File: src/rtl/mips_mem_pkg.sv
// Shared constants for the MEM-stage access path: access sizes, FSM state
// encodings and the alignment rule used by the optional misalignment trap.
package mips_mem_pkg;

  localparam logic [1:0] SZ_BYTE = 2'b00;
  localparam logic [1:0] SZ_HALF = 2'b01;
  localparam logic [1:0] SZ_WORD = 2'b10;

  localparam logic [1:0] ST_IDLE      = 2'b00;
  localparam logic [1:0] ST_LOAD_WAIT = 2'b01;
  localparam logic [1:0] ST_RMW_MERGE = 2'b10;

  // Size 2'b11 is treated as a word access, so size[1] alone marks a word.
  function automatic logic is_misaligned(input logic [1:0] size, input logic [1:0] lo);
    logic bad;
    if (size[1]) begin
      bad = (lo != 2'b00);
    end else if (size == SZ_HALF) begin
      bad = lo[0];
    end else begin
      bad = 1'b0;
    end
    return bad;
  endfunction

endpackage

File: src/rtl/mem_lane_align.sv
// Little-endian lane handling: extracts/extends load data from a memory word
// and merges byte/half store data into the old word for read-modify-write.
module mem_lane_align
  import mips_mem_pkg::*;
(
  input  logic [1:0]  size_i,
  input  logic [1:0]  lane_i,
  input  logic        unsigned_i,
  input  logic [31:0] rdata_i,
  input  logic [31:0] wdata_i,
  output logic [31:0] load_data_o,
  output logic [31:0] merged_o
);

  logic [7:0]  byte_s;
  logic [15:0] half_s;

  assign byte_s = rdata_i[{lane_i, 3'b000} +: 8];
  assign half_s = rdata_i[{lane_i[1], 4'b0000} +: 16];

  // Load path: pick the lane and sign/zero extend it
  always_comb begin
    load_data_o = rdata_i;
    case (size_i)
      SZ_BYTE: load_data_o = {{24{byte_s[7] & ~unsigned_i}}, byte_s};
      SZ_HALF: load_data_o = {{16{half_s[15] & ~unsigned_i}}, half_s};
      default: load_data_o = rdata_i;
    endcase
  end

  // Store path: overwrite only the addressed lane(s) of the old word
  always_comb begin
    merged_o = rdata_i;
    case (size_i)
      SZ_BYTE: merged_o[{lane_i, 3'b000} +: 8]     = wdata_i[7:0];
      SZ_HALF: merged_o[{lane_i[1], 4'b0000} +: 16] = wdata_i[15:0];
      default: merged_o = wdata_i;
    endcase
  end

endmodule

File: src/rtl/mem_access_unit.sv
// MEM-stage controller for a one-cycle-latency word RAM: word stores in one
// cycle, loads and byte/half stores in two. Optional macro MEM_MISALIGN_TRAP_EN.
module mem_access_unit
  import mips_mem_pkg::*;
#(
  parameter int DATA_WIDTH = 32,
  parameter int ADDR_WIDTH = 8
) (
  input  logic                  clk,
  input  logic                  reset,
  input  logic                  req_valid,
  input  logic                  req_write,
  input  logic [1:0]            req_size,
  input  logic                  req_unsigned,
  input  logic [31:0]           req_addr,
  input  logic [DATA_WIDTH-1:0] req_wdata,
  input  logic [4:0]            req_rd,
  output logic                  stall,
  output logic                  mem_read,
  output logic                  mem_write,
  output logic [ADDR_WIDTH-1:0] mem_address,
  output logic [DATA_WIDTH-1:0] mem_wdata,
  input  logic [DATA_WIDTH-1:0] mem_rdata,
  output logic                  wb_valid,
  output logic [DATA_WIDTH-1:0] wb_data,
`ifdef MEM_MISALIGN_TRAP_EN
  output logic                  misalign_err,
`endif
  output logic [4:0]            wb_rd
);

  logic [1:0]            state_q, state_d;
  logic [ADDR_WIDTH-1:0] idx_q, idx_d;
  logic [1:0]            lane_q, lane_d;
  logic [1:0]            size_q, size_d;
  logic                  uns_q, uns_d;
  logic [31:0]           wdata_q, wdata_d;
  logic [4:0]            rd_q, rd_d;
  logic                  wb_valid_q, wb_valid_d;
  logic [31:0]           wb_data_q, wb_data_d;
  logic [4:0]            wb_rd_q, wb_rd_d;
  logic                  req_mis_s;
  logic [31:0]           load_s;
  logic [31:0]           merged_s;
  logic                  unused_s;

  // Upper address bits alias away by design.
  assign unused_s = ^{req_addr[31:ADDR_WIDTH+2]};

`ifdef MEM_MISALIGN_TRAP_EN
  logic mis_q, mis_d;
  assign req_mis_s    = is_misaligned(req_size, req_addr[1:0]);
  assign misalign_err = mis_q;
`else
  assign req_mis_s = 1'b0;
`endif

  mem_lane_align u_align (
    .size_i      (size_q),
    .lane_i      (lane_q),
    .unsigned_i  (uns_q),
    .rdata_i     (mem_rdata),
    .wdata_i     (wdata_q),
    .load_data_o (load_s),
    .merged_o    (merged_s)
  );

  // Next-state, request capture and memory strobes
  always_comb begin
    state_d     = state_q;
    idx_d       = idx_q;
    lane_d      = lane_q;
    size_d      = size_q;
    uns_d       = uns_q;
    wdata_d     = wdata_q;
    rd_d        = rd_q;
    wb_valid_d  = 1'b0;
    wb_data_d   = wb_data_q;
    wb_rd_d     = wb_rd_q;
`ifdef MEM_MISALIGN_TRAP_EN
    mis_d       = 1'b0;
`endif
    stall       = 1'b0;
    mem_read    = 1'b0;
    mem_write   = 1'b0;
    mem_address = idx_q;
    mem_wdata   = wdata_q;
    if (reset) begin
      state_d = ST_IDLE;
    end else begin
      case (state_q)
        ST_IDLE: begin
          mem_address = req_addr[ADDR_WIDTH+1:2];
          mem_wdata   = req_wdata;
          if (req_valid && req_mis_s) begin
`ifdef MEM_MISALIGN_TRAP_EN
            mis_d = 1'b1;
`endif
          end else if (req_valid && req_write && req_size[1]) begin
            mem_write = 1'b1;
          end else if (req_valid) begin
            mem_read = 1'b1;
            stall    = 1'b1;
            idx_d    = req_addr[ADDR_WIDTH+1:2];
            lane_d   = req_addr[1:0];
            size_d   = req_size;
            uns_d    = req_unsigned;
            wdata_d  = req_wdata;
            rd_d     = req_rd;
            state_d  = req_write ? ST_RMW_MERGE : ST_LOAD_WAIT;
          end else begin
            state_d = ST_IDLE;
          end
        end
        ST_LOAD_WAIT: begin
          wb_valid_d = 1'b1;
          wb_data_d  = load_s;
          wb_rd_d    = rd_q;
          state_d    = ST_IDLE;
        end
        ST_RMW_MERGE: begin
          mem_write = 1'b1;
          mem_wdata = merged_s;
          state_d   = ST_IDLE;
        end
        default: state_d = ST_IDLE;
      endcase
    end
  end

  // State and writeback registers; reset drops any in-flight access
  always_ff @(posedge clk) begin
    if (reset) begin
      state_q    <= ST_IDLE;
      idx_q      <= {ADDR_WIDTH{1'b0}};
      lane_q     <= 2'b00;
      size_q     <= 2'b00;
      uns_q      <= 1'b0;
      wdata_q    <= 32'h0000_0000;
      rd_q       <= 5'd0;
      wb_valid_q <= 1'b0;
      wb_data_q  <= 32'h0000_0000;
      wb_rd_q    <= 5'd0;
`ifdef MEM_MISALIGN_TRAP_EN
      mis_q      <= 1'b0;
`endif
    end else begin
      state_q    <= state_d;
      idx_q      <= idx_d;
      lane_q     <= lane_d;
      size_q     <= size_d;
      uns_q      <= uns_d;
      wdata_q    <= wdata_d;
      rd_q       <= rd_d;
      wb_valid_q <= wb_valid_d;
      wb_data_q  <= wb_data_d;
      wb_rd_q    <= wb_rd_d;
`ifdef MEM_MISALIGN_TRAP_EN
      mis_q      <= mis_d;
`endif
    end
  end

  assign wb_valid = wb_valid_q;
  assign wb_data  = wb_data_q;
  assign wb_rd    = wb_rd_q;

endmodule
File: config.mk
export PLATFORM = sky130hd
export DESIGN_NAME = mem_access_unit
export DESIGN_NICKNAME = d
export VERILOG_FILES = /design/src/rtl/mips_mem_pkg.sv /design/src/rtl/mem_lane_align.sv /design/src/rtl/mem_access_unit.sv
export SDC_FILE = /design/constraint.sdc
export NUM_CORES = 1
export LEC_CHECK = 0
export BUFFER_PORTS_ARGS = -buffer_cell sky130_fd_sc_hd__buf_2
export CORE_MARGIN = 5
export CORE_UTILIZATION = 50
export DETAILED_ROUTE_END_ITERATION = 16
export GPL_ROUTABILITY_DRIVEN = 0
export PLACE_DENSITY = 0.81
export SLEW_MARGIN = 20
export SYNTH_ARGS = -nofsm -noshare
export SYNTH_HDL_FRONTEND = slang
export SYNTH_SLANG_ARGS = --single-unit
File: constraint.sdc
create_clock -name clk -period 3.5 [get_ports clk]
set_input_delay 0.35 -clock clk [delete_from_list [all_inputs] [get_ports clk]]
set_output_delay 0.35 -clock clk [all_outputs]
set_load 0.05 [all_outputs]
---- Yosys cells after proc, flatten, opt, wreduce, memory -nomap -nowiden ----
Cells that the tools add are included.
operators by class
  $add $sub $neg .......................... 2
  equal/unequal tests ..................... 3
  shift-type cells ........................ 6
  muxes and demuxes ....................... 18
  bitwise logic cells ..................... 5
  reductions and logical operators ........ 6
operator list
  operator                                               number
  one-hot mux 32 bit (2 select lines)                    3
  bitwise mux 32 bit                                     2
  2-to-1 mux 32 bit                                      1
  variable shift 16 x 7 -> 32 bit, first input constant  1
  variable shift 8 x 7 -> 32 bit, first input constant   1
  indexed part select 16 x 7 -> 32 bit                   1
  indexed part select 32 x 6 -> 16 bit                   1
  indexed part select 32 x 6 -> 8 bit                    1
  indexed part select 8 x 7 -> 32 bit                    1
  2-to-1 mux 8 bit                                       2
  negator 5 -> 7 bit                                     2
  2-to-1 mux 1 bit                                       7
  equality test 2 x 1 -> 1 bit, second input constant    2
  logical NOT 2 bit                                      2
  2-to-1 mux 2 bit                                       2
  inverter 1 bit                                         3
  AND reduction 3 bit                                    1
  AND 1 bit                                              2
  equality test 2 bit, second input constant             1
  logical AND 1 bit                                      2
  one-hot mux 1 bit (2 select lines)                     1
  OR reduction 2 bit                                     1
word-level totals
  flip-flop bits (word level) ............. 90
  output and inout bits ................... 81
  word-level logic and storage cells ...... 50

---- Depth between registers and ports, before layout ----
Gate-level depths: netlist of run 1.
  word-level depth ........................ 6
  depth in mapped cells ................... 7

---- Cells and area by module ----
From an unflattened synthesis of run 1, not the netlist that was laid out.
second synthesis, totals
  cells, all modules ...................... 778
  area total of the unflattened synthesis .. 5,933.2 sq um
modules (own cells, without submodules)
  module           instances  cells each  area an instance (sq um)
  mem_access_unit  1          509         4,176.5
  mem_lane_align   1          269         1,756.7

---- Worst setup path before layout of run 1 ----
OpenSTA, ideal clock, no wires.
  path type ............................... reg-to-output
  start ................................... reg lane_q[0]
  end ..................................... out mem_wdata[4]
  arrival ................................. 2,711 ps
  required time ........................... 3,150 ps
  path slack .............................. 439 ps
  stages on the path, launching flop included .. 8
  path buffers ............................ 1
  cells stage by stage .................... dfxtp_1 > buf_6 > inv_1 > ha_1 > and4bb_2 > nand2b_1 > a21oi_1 > o31ai_1
between the ends
  word-level cells in the longest chain between the ends .. 6
  elaborated cells between the ends (all ways) .. 7
  those cells by class .................... 1 x add/sub; 2 x shift; 4 x mux
RTL lines
  item                                                                                   RTL line                RTL
  from (decl)                                                                            mem_access_unit.sv:34   logic [1:0] lane_q, lane_d;
  from (signal assigned)                                                                 mem_access_unit.sv:150  lane_q <= lane_d;
  negator 5 -> 7 bit *                                                                   mem_lane_align.sv:35    SZ_BYTE: merged_o[{lane_i, 3'b000} +: 8] = wdata_i[7:0];
  indexed part select 8 x 7 -> 32 bit or variable shift 8 x 7 -> 32 bit (tied branches)  mem_lane_align.sv:35
  bitwise mux 32 bit *                                                                   mem_lane_align.sv:35
  one-hot mux 32 bit (2 select lines) *                                                  mem_lane_align.sv:34    case (size_i)
  one-hot mux 32 bit (2 select lines) *                                                  mem_access_unit.sv:91   case (state_q)
  2-to-1 mux 32 bit *                                                                    mem_access_unit.sv:88   if (reset) begin
  to (decl)                                                                              mem_access_unit.sv:22   output logic [DATA_WIDTH-1:0] mem_wdata,
Every way passes the cells marked *; elsewhere a longest branch is shown, timed or not.

---- Worst setup path after layout of run 1 ----
  start ................................... reg size_q[1]
  end ..................................... out mem_wdata[5]
between the ends
  word-level cells in the longest chain between the ends .. 4
  elaborated cells between the ends (all ways) .. 5
  those cells by class .................... 1 x eq/ne; 3 x mux; 1 x reduce/logical
RTL lines
  item                                                               RTL line                RTL
  from (decl)                                                        mem_access_unit.sv:35   logic [1:0] size_q, size_d;
  from (signal assigned)                                             mem_access_unit.sv:151  size_q <= size_d;
  equality test 2 x 1 -> 1 bit or logical NOT 2 bit (tied branches)  mem_lane_align.sv:34
  one-hot mux 32 bit (2 select lines) *                              mem_lane_align.sv:34
  one-hot mux 32 bit (2 select lines) *                              mem_access_unit.sv:91
  2-to-1 mux 32 bit *                                                mem_access_unit.sv:88
Marks and branches as above.

==> results.sh, run 1 <==
export IMPL_ys_ff_latch=90
export IMPL_synth_ff_type="dfxtp_1"
export IMPL_final_layout_size_suffix_gt1_share_pct=27.2
export IMPL_utilization_pct=61.2
export IMPL_top_layer="met4"
export IMPL_nets=924
export IMPL_worstSetupPathType="flop to output pin"
export IMPL_wire_per_inst_um=18.6
export IMPL_setup_ws_ns=0.297
export IMPL_p_leak_nw=2.67
export IMPL_rows=37
export IMPL_drv_cap=0
export IMPL_dr_wl_met2_um=7970
export IMPL_vias_per_cell=6.11
export IMPL_ant_nets=0
export IMPL_antennaDiodeCount=0
export IMPL_synth_edf_count=0
export IMPL_fin_crit_ns=3.20
export IMPL_numCtsBuffers=9
export IMPL_fin_tns_setup_ns=0
export IMPL_final_max_slew_viol_count=0
export IMPL_crit_path_max_incr_delay_ns=0.99
export IMPL_setup_viol=0
export IMPL_clock_latency_ns=0.36
export IMPL_cellPowerDensity_nw_per_um2=443
export IMPL_antenna_found_initial=0
export IMPL_fillers=946
export IMPL_period_share_pct=91.5
export IMPL_syn_cell_area_um2=5160
export IMPL_grt_pass1_wl_um=28000
export IMPL_holdBufCountCts=0
export IMPL_outcome="finished, final reports clean"
export IMPL_grt_pass1_vias=5604
export IMPL_die_h_um=112
export IMPL_drt_pass1_iter_count=5
export IMPL_synthToLayoutAreaGrowth_pct=20.7
export IMPL_route_met3_wl_um=2040
export IMPL_maxSlewHeadroom_pct=33.0
export IMPL_post_place_ws_ns=0.664
export IMPL_wl_um=17700
export IMPL_io_buffers=166
export IMPL_hold_viol_final=0
export IMPL_grt_usage_pct=27.3
export IMPL_cp_arrival_ns=2.85
export IMPL_clock_skew_ns=0.00735
export IMPL_final_common_cell="buf_2"
export IMPL_cts_tree="built"
export IMPL_clock_path_buffers=2
export IMPL_ys_types=55
export IMPL_rrSetupSlack_ns=1.00
export IMPL_required_ns=3.15
export IMPL_path_clk_slew_ns=0.09
export IMPL_initial_core_util_pct=50.7
export IMPL_avgSynthCellArea_um2=7.64
export IMPL_yosysSeqAreaShare_pct=34.9
export IMPL_holdWs_ns=0.199
export IMPL_critical_path_cell_chain="nor2b_1, nand2_1, a32oi_1, o31ai_1, buf_2"
export IMPL_cp_end_kind="output pin"
export IMPL_drtIter0Drc=631
export IMPL_clock_sinks=90
export IMPL_rsz0062_at_grt="no"
export IMPL_ys_warn_count=0
export IMPL_peakVddDrop_mv=0.234
export IMPL_via_count=5815
export IMPL_grt_overflow_total=0
export IMPL_pin_count=189
export IMPL_hp_class="input port to flop"
export IMPL_syn_nets=789
export IMPL_h_tree_depth=3
export IMPL_layout_common_cells="166 x buf_2, 135 x nand2_1, 89 x dfxtp_1, 72 x a21oi_1, 56 x nor2_1"
export IMPL_cp_start_kind="flop"
export IMPL_wl_met1_um=6920
export IMPL_fp_dieW_um=112
export IMPL_cp_max_fo=25
export IMPL_grt_max_degree=92
export IMPL_drc_errors=0
export IMPL_slowest_stage="dfxtp_1"
export IMPL_max_freq_mhz=312
export IMPL_dp_hpwl_um=13100
export IMPL_design_core_area_um2=10200
export IMPL_syn_inst=676
export IMPL_cts_root_buf="clkbuf_8"
export IMPL_async_reset_ff_share_pct=0
export IMPL_dieArea_um2=12500
export IMPL_tightest_slew_ns=1.00
-- registers in the layout, summed over array words and instances (netlist names) --
signal,count
idx_q,8
lane_q,2
rd_q,5
size_q,2
state_q,2
uns_q,1
wb_data,32
wb_rd,5
wb_valid,1
wdata_q,32
-- power breakdown --
group	internal, mW	switching, mW	total [mW]
Sequential	1.09	0.0641	1.15
Clock	0.351	0.377	0.728
Combinational	0.266	0.617	0.883
-- layout make-up --
| cell class | instances | area [um2] | share of cell area (%) |
|---|---|---|---|
| clock buffers | 12 | 145 | 2.33 |
| clock inverters | 4 | 51.3 | 0.823 |
| inverters | 9 | 33.8 | 0.542 |
| multi-input cells | 522 | 3100 | 49.8 |
| flip-flops and latches | 90 | 1800 | 28.9 |
| well taps | 136 | 170 | 2.73 |
| repair buffers | 179 | 928 | 14.9 |
-- through the flow --
stage	std cells	cell area (um2)	total power [mW]
after floorplan	676	5160	1.79
after global placement	936	6030	2.02
after detailed placement	936	6030	2.04
after CTS	952	6230	2.75
after global routing	952	6230	2.87
final	952	6230	2.76
-- final timing paths --
kind	start	to	depth (start not counted)
hold / removal	req_addr[1]	lane_q[1]	2
setup reg to reg	size_q[1]	wb_data[27]	3
setup / recovery	size_q[1]	mem_wdata[5]	5
hold reg to reg	wb_rd[3]	wb_rd[3]	2
-- Yosys cell counts (all sizes together), types with 2 or more instances --
master  instances  area share, %
o31ai           8            1.2
o211ai          9            1.3
clkbuf         39            2.8
dfxtp          90             35
nor2b           2           0.24
a32oi          10            1.7
mux2i           8            1.6
nor4            2           0.24
nand2b          9            1.1
or2             2           0.24
mux2           15            3.3
a31oi           8            1.1
a22o            2           0.34
a22oi          15            2.2
nor2           56            4.1
or3             9            1.1
a21oi          72            7.0
a221oi         22            3.7
nor3            6           0.58
a211oi         25            3.6
and3            3           0.36
nand2         135            9.8
nand3          18            1.7
o22ai           6           0.73
o21a            4           0.58
buf            16            1.8
mux4            2           0.95
ha              5            1.2
a21o           13            1.9
a21boi          2           0.36
nand4           6           0.73
and2            8           0.97
inv             9           0.65
nor4b           2           0.75
o21ai          27            2.6
-- cells by family after synthesis --
| family | Yosys count | share of synthesized area (%) |
|---|---|---|
| buf+inv | 64 | 5.26 |
| compound gates | 228 | 29.7 |
| mux | 25 | 5.77 |
| flops | 90 | 34.9 |
| fa+ha+maj | 5 | 1.21 |
| simple gates | 264 | 23.2 |
-- critical path, delay by kind of cell, from the launching register on --
kind,cells,cell delay [ns]
compound gates,2,0.43
buf+inv,1,0.34
flops,1,0.99
simple gates,2,0.72
-- routing by layer --
layer / track usage [%] / up-vias
met1: 34.3 / 2649
met5: 0 / -
met2: 43.1 / 369
li1: - / 2722
met3: 8.70 / 75
met4: 11.8 / 0
-- what timing repair did --
| action | CTS | global route |
|---|---|---|
| gates resized for setup | 0 | 1 |
| setup endpoints to repair | 0 | 2 |
| setup buffers | 0 | 0 |
Note: power is estimated with default switching activity, not from simulation.
==> run 2, diff against run 1 <==
--- a/config.mk
+++ b/config.mk
@@ -8,6 +8,7 @@
 export BUFFER_PORTS_ARGS = -buffer_cell sky130_fd_sc_hd__buf_2
 export CORE_MARGIN = 5
 export CORE_UTILIZATION = 50
+export CTS_BUF_LIST = sky130_fd_sc_hd__clkbuf_8 sky130_fd_sc_hd__clkbuf_16
 export DETAILED_ROUTE_END_ITERATION = 16
 export GPL_ROUTABILITY_DRIVEN = 0
 export PLACE_DENSITY = 0.81
==> run 2 against run 1 <==
Against the previous run: die area stayed put; power decreased by 0.24%; core utilization stayed put; largest cell class unchanged; critical endpoint is now mem_wdata[4]; sequential share of layout area is the same.
==> results.sh, run 2 (synthesis gave the netlist of run 1 again) <==
export IMPL_grt_max_degree=92
export IMPL_cellPowerDensity_nw_per_um2=442
export IMPL_post_place_ws_ns=0.664
export IMPL_dp_hpwl_um=13100
export IMPL_outcome="finished, final reports clean"
export IMPL_clock_skew_ns=0.00768
export IMPL_via_count=5834
export IMPL_tightest_slew_ns=1.01
export IMPL_clock_latency_ns=0.36
export IMPL_rows=37
export IMPL_cp_start_kind="flop"
export IMPL_hold_viol_final=0
export IMPL_initial_core_util_pct=50.7
export IMPL_setup_viol=0
export IMPL_fin_crit_ns=3.20
export IMPL_drtIter0Drc=629
export IMPL_synthToLayoutAreaGrowth_pct=20.7
export IMPL_dpl_cell_area_um2=6030
export IMPL_rsz0062_at_grt="no"
export IMPL_clock_sinks=90
export IMPL_path_clk_slew_ns=0.09
export IMPL_h_tree_depth=3
export IMPL_vias_per_cell=6.13
export IMPL_design_core_area_um2=10200
export IMPL_drc_errors=0
export IMPL_numCtsBuffers=9
export IMPL_wire_per_inst_um=18.6
export IMPL_final_area_um2=6230
export IMPL_ant_nets=0
export IMPL_antennaDiodeCount=0
export IMPL_dieArea_um2=12500
export IMPL_grt_pass1_wl_um=28000
export IMPL_fin_tns_setup_ns=0
export IMPL_final_layout_size_suffix_gt1_share_pct=27.2
export IMPL_max_freq_mhz=312
export IMPL_fillers=946
export IMPL_cts_tree="built"
export IMPL_cp_max_fo=25
export IMPL_grt_usage_pct=27.3
export IMPL_fp_dieW_um=112
export IMPL_dp_cells=936
export IMPL_die_h_um=112
export IMPL_cp_arrival_ns=2.85
export IMPL_pin_count=189
export IMPL_maxSlewHeadroom_pct=32.8
export IMPL_grt_overflow_total=0
export IMPL_grt_pass1_vias=5604
export IMPL_setup_ws_ns=0.300
export IMPL_worstSetupPathType="flop to output pin"
export IMPL_drt_pass1_iter_count=6
export IMPL_clock_path_buffers=2
export IMPL_peakVddDrop_mv=0.232
export IMPL_cp_end_kind="output pin"
export IMPL_cts_root_buf="clkbuf_8"
export IMPL_p_leak_nw=2.67
export IMPL_required_ns=3.15
export IMPL_final_max_slew_viol_count=0
export IMPL_io_buffers=166
export IMPL_final_cells=952
export IMPL_nets=924
export IMPL_wl_um=17800
export IMPL_layout_common_cells="166 x buf_2, 135 x nand2_1, 89 x dfxtp_1, 72 x a21oi_1, 56 x nor2_1"
export IMPL_period_share_pct=91.4
export IMPL_holdWs_ns=0.198
export IMPL_final_common_cell="buf_2"
export IMPL_cts_setup_buffers=0
export IMPL_drv_cap=0
export IMPL_antenna_found_initial=0
export IMPL_hp_class="input port to flop"
[run 2: changes by cell type in the layout (fill, tap and decap cells not counted), sizes merged]
cell    delta
clkbuf     -2
inv        +2
[run 2: final timing paths]
kind                            cells after the start  slack (ns)      endpoint   startpoint
worst min-delay path                                2        0.20     lane_q[1]  req_addr[1]
worst max register to register                      3        1.00   wb_data[17]    size_q[1]
worst max-delay path                                5        0.30  mem_wdata[4]    size_q[1]
worst min register to register                      2        0.45      wb_rd[3]     wb_rd[3]
[run 2: through the flow]
| step | util [%] | total power, mW |
|---|---|---|
| 3_3_place_gp | 59.2 | 2.02 |
| 3_5_place_dp | 59.2 | 2.04 |
| 6_report | 61.2 | 2.75 |
| 5_1_grt | 61.2 | 2.87 |
| 2_1_floorplan | - | 1.79 |
| 4_1_cts | 61.2 | 2.75 |
[run 2: power breakdown]
group          total [mW]  internal, mW  switching, mW  leakage (nW)
clock network       0.720         0.345          0.375         0.105
registers            1.15          1.09         0.0642         0.737
logic               0.884         0.266          0.618          1.83
total                2.75          1.70           1.06          2.67
[run 2: area by class of cell]
class | count | area [um2] | area share [%]
multi-input cells | 522 | 3100 | 49.8
flip-flops and latches | 90 | 1800 | 28.9
repair buffers | 179 | 928 | 14.9
well taps | 136 | 170 | 2.73
clock buffers | 10 | 138 | 2.21
clock inverters | 6 | 58.8 | 0.943
inverters | 9 | 33.8 | 0.542
[run 2: critical path: stages (launching register included)]
cell	delay [ns]
dfxtp_1	0.99
nor2b_1	0.39
nand2_1	0.33
a32oi_1	0.08
o31ai_1	0.35
buf_2	0.33
[run 2: repair_timing]
action | 4_1_cts | 5_1_grt
gates resized for setup | 0 | 1
setup endpoints to repair | 0 | 2
hold buffers | 0 | 0
[run 2: layer usage]
layer | vias up | wire [um] | track usage, %
met5 | - | 0 | 0
met4 | 0 | 680 | 11.8
met3 | 64 | 2110 | 8.70
met2 | 376 | 8120 | 43.1
met1 | 2675 | 6840 | 34.3
li1 | 2719 | - | -
